[src/rtl/vlu_pkg.sv]
// Shared definitions for the vector load unit: FSM states, lane-index sizing
// and the helper that locates a lane inside the packed response vector.
package vlu_pkg;

  typedef enum logic [1:0] {
    IDLE  = 2'd0,
    FETCH = 2'd1,
    DRAIN = 2'd2,
    RESP  = 2'd3
  } vlu_state_e;

  localparam int VLU_DEF_CORES = 4;

  // Bits needed to name one lane; a single-lane build still gets one bit.
  function automatic int lane_idx_w(input int cores);
    return (cores > 1) ? $clog2(cores) : 1;
  endfunction

  localparam int VLU_LANE_IDX_W = lane_idx_w(VLU_DEF_CORES);

  // Lowest bit of lane 'lane' in a vector of 'width'-bit lanes.
  function automatic int lane_lsb(input int lane, input int width);
    return lane * width;
  endfunction

endpackage

[src/rtl/vlu_lane_pack.sv]
// Capture register for the gathered vector: one word slot and one valid bit
// per lane, written one lane at a time and wiped when a new request starts.
module vlu_lane_pack
  import vlu_pkg::*;
#(
  parameter int CORES = VLU_DEF_CORES,
  parameter int WIDTH = 32,
  parameter int IDX_W = lane_idx_w(CORES)
) (
  input  logic                   clk,
  input  logic                   rst_n,
  input  logic                   clr,
  input  logic                   we,
  input  logic [IDX_W-1:0]       idx,
  input  logic [WIDTH-1:0]       wdata,
  output logic [CORES*WIDTH-1:0] data,
  output logic [CORES-1:0]       mask
);

  // Store the returned word into the addressed lane and flag that lane as loaded.
  always_ff @(posedge clk) begin
    if (!rst_n || clr) begin
      data <= '0;
      mask <= '0;
    end else if (we) begin
      for (int k = 0; k < CORES; k++) begin
        if (idx == IDX_W'(k)) begin
          data[lane_lsb(k, WIDTH) +: WIDTH] <= wdata;
          mask[k]                           <= 1'b1;
        end
      end
    end
  end

endmodule

[src/rtl/vector_load_unit.sv]
// Gathers up to CORES consecutive words from the single-port data memory,
// one read per cycle, and hands them downstream as one lane vector.
// Optional build macro VLU_BOUNDS_CHECK_EN: lanes beyond MEM_DEPTH are
// skipped instead of wrapping, and an rsp_err output reports them.
module vector_load_unit
  import vlu_pkg::*;
#(
  parameter int CORES     = VLU_DEF_CORES,
  parameter int WIDTH     = 32,
  parameter int ADDR_W    = 10,
  parameter int MEM_DEPTH = 1024
) (
  input  logic                       clk,
  input  logic                       rst_n,
  input  logic                       req_valid,
  output logic                       req_ready,
  input  logic [ADDR_W-1:0]          req_base,
  input  logic [$clog2(CORES+1)-1:0] req_count,
  output logic                       mem_en,
  output logic [ADDR_W-1:0]          mem_addr,
  input  logic [WIDTH-1:0]           mem_rdata,
  output logic                       rsp_valid,
  input  logic                       rsp_ready,
  output logic [CORES*WIDTH-1:0]     rsp_data,
  output logic [CORES-1:0]           rsp_mask
`ifdef VLU_BOUNDS_CHECK_EN
  ,
  output logic                       rsp_err
`endif
);

  localparam int CNT_W = $clog2(CORES + 1);
  localparam int IDX_W = lane_idx_w(CORES);

  vlu_state_e        state_q, state_d;
  logic [ADDR_W-1:0] base_q;
  logic [CNT_W-1:0]  count_q;
  logic [CNT_W-1:0]  issue_q;
  logic [CNT_W-1:0]  count_clamped;
  logic              accept;
  logic              issue_more;

  // A "slot" is one lane's turn on the memory port; it is spent even when the
  // lane is skipped, so the response timing never depends on the address.
  logic              slot_go;
  logic              slot_inb;
  logic [ADDR_W-1:0] slot_base;
  logic [CNT_W-1:0]  slot_k;
  logic [ADDR_W-1:0] slot_addr;
  logic              slot_q;
  logic              cap_live_q;
  logic              cap_rd_q;
  logic [IDX_W-1:0]  cap_idx_q;

  // Requests asking for more lanes than exist are trimmed to the full vector.
  always_comb begin
    count_clamped = req_count;
    if (req_count > CNT_W'(CORES)) begin
      count_clamped = CNT_W'(CORES);
    end
  end

  // Next-state logic plus the accept and issue strobes that steer the datapath.
  always_comb begin
    state_d    = state_q;
    accept     = 1'b0;
    issue_more = 1'b0;
    case (state_q)
      IDLE: begin
        if (req_valid) begin
          accept  = 1'b1;
          state_d = (count_clamped == '0) ? RESP : FETCH;
        end
      end
      FETCH: begin
        if (issue_q < count_q) begin
          issue_more = 1'b1;
        end else begin
          state_d = DRAIN;
        end
      end
      DRAIN: begin
        state_d = RESP;
      end
      RESP: begin
        if (rsp_ready) begin
          state_d = IDLE;
        end
      end
      default: begin
        state_d = IDLE;
      end
    endcase
  end

  // Pick which lane is presented to memory this cycle; the first one comes
  // straight from the request since base/count are not latched yet.
  always_comb begin
    slot_go   = 1'b0;
    slot_base = base_q;
    slot_k    = issue_q;
    if (accept && (count_clamped != '0)) begin
      slot_go   = 1'b1;
      slot_base = req_base;
      slot_k    = '0;
    end else if (issue_more) begin
      slot_go = 1'b1;
    end
    slot_addr = slot_base + ADDR_W'(slot_k);
  end

`ifdef VLU_BOUNDS_CHECK_EN
  logic [31:0] slot_unwrapped;
  logic        err_q;

  assign slot_unwrapped = 32'(slot_base) + 32'(slot_k);
  assign slot_inb       = (slot_unwrapped < 32'(MEM_DEPTH));
  assign rsp_err        = err_q;

  // Remember any skipped lane until the consumer takes the response.
  always_ff @(posedge clk) begin
    if (!rst_n) begin
      err_q <= 1'b0;
    end else if (accept || (state_q == RESP && rsp_ready)) begin
      err_q <= 1'b0;
    end else if (slot_go && !slot_inb) begin
      err_q <= 1'b1;
    end
  end
`else
  assign slot_inb = 1'b1;
`endif

  // FSM state register.
  always_ff @(posedge clk) begin
    if (!rst_n) begin
      state_q <= IDLE;
    end else begin
      state_q <= state_d;
    end
  end

  // Request latch, read issue and the two-stage tracking of when read data
  // lands: memory samples the address one edge after issue and the word is
  // captured on the edge after that.
  always_ff @(posedge clk) begin
    if (!rst_n) begin
      base_q     <= '0;
      count_q    <= '0;
      issue_q    <= '0;
      slot_q     <= 1'b0;
      mem_en     <= 1'b0;
      mem_addr   <= '0;
      cap_live_q <= 1'b0;
      cap_rd_q   <= 1'b0;
      cap_idx_q  <= '0;
    end else begin
      slot_q     <= slot_go;
      mem_en     <= slot_go && slot_inb;
      cap_live_q <= slot_q;
      cap_rd_q   <= mem_en;
      if (slot_go) begin
        mem_addr <= slot_addr;
      end
      if (accept) begin
        base_q    <= req_base;
        count_q   <= count_clamped;
        issue_q   <= CNT_W'(1);
        cap_idx_q <= '0;
      end else begin
        if (issue_more) begin
          issue_q <= issue_q + CNT_W'(1);
        end
        if (cap_live_q) begin
          cap_idx_q <= cap_idx_q + IDX_W'(1);
        end
      end
    end
  end

  vlu_lane_pack #(
    .CORES (CORES),
    .WIDTH (WIDTH),
    .IDX_W (IDX_W)
  ) u_pack (
    .clk   (clk),
    .rst_n (rst_n),
    .clr   (accept),
    .we    (cap_live_q && cap_rd_q),
    .idx   (cap_idx_q),
    .wdata (mem_rdata),
    .data  (rsp_data),
    .mask  (rsp_mask)
  );

  assign req_ready = (state_q == IDLE);
  assign rsp_valid = (state_q == RESP);

endmodule

[config.mk]
export PLATFORM = sky130hd
export DESIGN_NAME = vector_load_unit
export DESIGN_NICKNAME = d
export VERILOG_FILES = /design/src/rtl/vlu_pkg.sv /design/src/rtl/vlu_lane_pack.sv /design/src/rtl/vector_load_unit.sv
export SDC_FILE = /design/constraint.sdc
export NUM_CORES = 1
export LEC_CHECK = 0
export CORE_MARGIN = 1
export CORE_UTILIZATION = 25
export CTS_CLUSTER_SIZE = 20
export DETAILED_ROUTE_END_ITERATION = 6
export PLACE_DENSITY = 0.53
export SLEW_MARGIN = 20
export SYNTH_ARGS = -nofsm -noshare
export SYNTH_HDL_FRONTEND = slang
export SYNTH_SLANG_ARGS = --single-unit
[constraint.sdc]
create_clock -name clk -period 4.15 [get_ports clk]
set_input_delay 0.83 -clock clk [delete_from_list [all_inputs] [get_ports clk]]
set_output_delay 0.83 -clock clk [all_outputs]
set_load 0.02 [all_outputs]
==> flow_summary.json <==
{
  "met3_usage_pct": 5.03,
  "slew_headroom_pct": 40.9,
  "hold_slack_ns": 0.454,
  "fin_tns_setup_ns": 0,
  "synth_area_leaders": "dfxtp_1 (52%), nand2_1 (18%), a21oi_1 (12%)",
  "layoutNonFillerInstCount": 1313,
  "synth_cell_type_count": 45,
  "status": "finished clean",
  "syn_inst": 802,
  "start_kind": "input port",
  "cellPowerDensity_mw_per_mm2": 454,
  "vias_per_cell": 4.48,
  "finalHoldViolCount": 0,
  "clk_latency_ns": 0.43,
  "firstDrtPassIters": 5,
  "leakage_uw": 0.00306,
  "numCtsBuffers": 17,
  "dp_cells": 1281,
  "top_level_ports": 194,
  "setup.worst_path.end_class": "register",
  "row_count": 57,
  "ant_nets": 0,
  "clock_sinks": 164,
  "grt_pass1_vias": 5641,
  "port-buffer-count": 193,
  "grt_pass1_wl_um": 32600,
  "cts_tree": "yes",
  "ys_seq_area_share_pct": 51.7,
  "ys.flop_type": "dfxtp_1",
  "top_usage_layer": "met2",
  "area_delta_synth_final_pct": 44.9,
  "critPathRequiredTime_ns": 4.48,
  "cp.arrival_ns": 3.52,
  "irDropWorstVdd_mv": 0.217,
  "core_mm2": 0.0246,
  "crit_fanout": 13,
  "hpwl_um": 14100,
  "hold_buffers": 0,
  "slew_viol_final": 0,
  "gr-total-overflow": 0,
  "skew_ns": 0.0101,
  "design_area_mm2": 0.00920,
  "fp.dieH_um": 161,
  "netlist_area_mm2": 0.00635,
  "fmax_mhz": 313,
  "synthArstFlopShare_pct": 0,
  "yosys_warnings": 0,
  "fin_crit_sh_pct": 76.9,
  "routed_wl_um": 20800,
  "placed_area_mm2": 0.00859,
  "cts_setup_buffers": 0,
  "grt_use_met2_pct": 26.4,
  "fin_crit_ns": 3.19,
  "clock_path_buffers": 2,
  "postSynthAreaPerCell_um2": 7.92,
  "htree_num_levels": 4,
  "grt_usage_pct": 16.1,
  "antenna_found_initial": 0,
  "grt_max_degree": 59,
  "root_buffer": "clkbuf_16",
  "die_w_um": 161,
  "synth-edff-count": 0,
  "start_util_pct": 25.8,
  "clkSlewWorstSetupHoldPaths_ns": 0.07,
  "drtIter0Drc": 296,
  "rsz0062_at_grt": "no",
  "crit_type": "input port to register",
  "ctsResizeCount": 0,
  "synth_area_leader_cell": "dfxtp_1",
  "num_antenna_cells": 0,
  "drc": 0,
  "worst_pin_slew_ns": 0.884,
  "hp-class": "register to register",
  "drive_gt1_share_pct": 5.97,
  "route.vias.total": 5885,
  "yosysTopAreaCellShare_pct": 51.7,
  "setup_viol": 0,
  "globalplace.congestion": 0.825,
  "met1_usage_pct": 20.7,
  "post_drt_wl_per_cell_um": 15.9,
  "synth-seq-cells": 164,
  "synthesis.nets": 867,
  "nFillCells": 2582,
  "nets": 1041,
  "die-area_mm2": 0.0261,
  "drv_cap": 0
}
## report_power, final
group | switching (uW) | internal (uW)
Sequential | 70.8 | 1660
Clock | 718 | 965
Combinational | 460 | 301
Total | 1250 | 2930
## area by class of cell
class | count | area, um2 | area share, %
flip-flops and latches | 164 | 3280 | 35.7
multi-input cells | 570 | 2790 | 30.3
repair buffers | 208 | 2060 | 22.3
clock buffers | 17 | 425 | 4.62
well taps | 324 | 405 | 4.40
clock inverters | 15 | 191 | 2.08
inverters | 15 | 56.3 | 0.612
## worst max-delay path, stage by stage
cell,delay [ns]
clkdlybuf4s50_1,0.43
nor3_2,0.26
nand2b_1,0.20
buf_4,0.21
and2_1,0.17
inv_1,0.06
fa_1,0.45
and2b_1,0.31
o2111ai_1,0.14
xnor2_1,0.15
nor2_1,0.05
o32ai_1,0.24
## cell usage in the layout (no fill, tap or decap), drive strengths merged, types with 5 or more instances in the layout
master / synthesis / final
buf: 29 / 15
o32ai: 6 / 6
inv: 15 / 21
dfxtp: 164 / 164
ha: 15 / 15
xnor2: 11 / 11
nand3: 5 / 5
o21ai: 8 / 8
clkbuf: 24 / 17
a21oi: 152 / 152
and2: 10 / 10
nand2: 303 / 303
nor3: 5 / 5
clkdlybuf4s50: 0 / 193
nor2: 24 / 24
clkinv: 0 / 5
## kinds of logic after synthesis
family / Yosys count / synth area share, %
simple gates: 357 / 22.6
compound gates: 180 / 15.4
flops: 164 / 51.7
buf+inv: 68 / 4.59
fa+ha+maj: 16 / 3.27
xor+xnor: 14 / 1.93
mux: 3 / 0.473
## metrics by stage
stage / power (uW) / util, % / setup slack (ns)
after floorplan: 2200 / - / 1.02
after global placement: 2530 / 34.9 / 0.556
after detailed placement: 2540 / 34.9 / 0.537
after CTS: 4220 / 37.4 / 0.987
after global routing: 4370 / 37.4 / 0.722
final: 4180 / 37.4 / 0.959
## path summary, 6_finish.rpt
kind                                              startpoint  depth (start not counted)  slack, ns                            to
worst max-delay path                            req_count[0]                         12       0.96      mem_addr[6]$_SDFFE_PN0P_
worst max register to register       state_q[0]$_SDFFE_PN0P_                         13       1.19      mem_addr[6]$_SDFFE_PN0P_
worst min-delay path            u_pack.data[77]$_SDFFE_PP0P_                          2       0.45  u_pack.data[77]$_SDFFE_PP0P_
worst min register to register  u_pack.data[77]$_SDFFE_PP0P_                          2       0.45  u_pack.data[77]$_SDFFE_PP0P_
## state kept, by name, summed over array words and instances, names as in the netlist
name	cells
cap_rd_q	1
mem_addr	10
cap_idx_q	2
state_q	2
slot_q	1
count_q	3
base_q	10
u_pack.data	128
issue_q	3
u_pack.mask	4
## layer usage
layer | up-vias | share of wire (%)
li1 | 2954 | -
met1 | 2756 | 46
met2 | 166 | 47
met3 | 9 | 6.7
met4 | 0 | 0.50
met5 | - | 0
## synthesized netlist by cell type (2+ instances only)
master	count
buf_1	8
mux2i_1	3
and4_1	2
and2_1	9
o211ai_1	3
nor3b_1	3
nor2_2	2
a311oi_1	2
nor3_1	3
nand3_1	4
dfxtp_1	164
a21oi_1	151
xor2_1	3
xnor2_1	11
inv_1	15
o21ai_1	2
o32ai_1	5
nand2b_1	2
a21boi_1	2
o2111ai_1	2
ha_1	15
nor2_1	22
o21ai_0	5
nor3_2	2
buf_2	19
clkbuf_1	23
nand2_1	302
No activity file was read; power rests on OpenSTA's default activity.
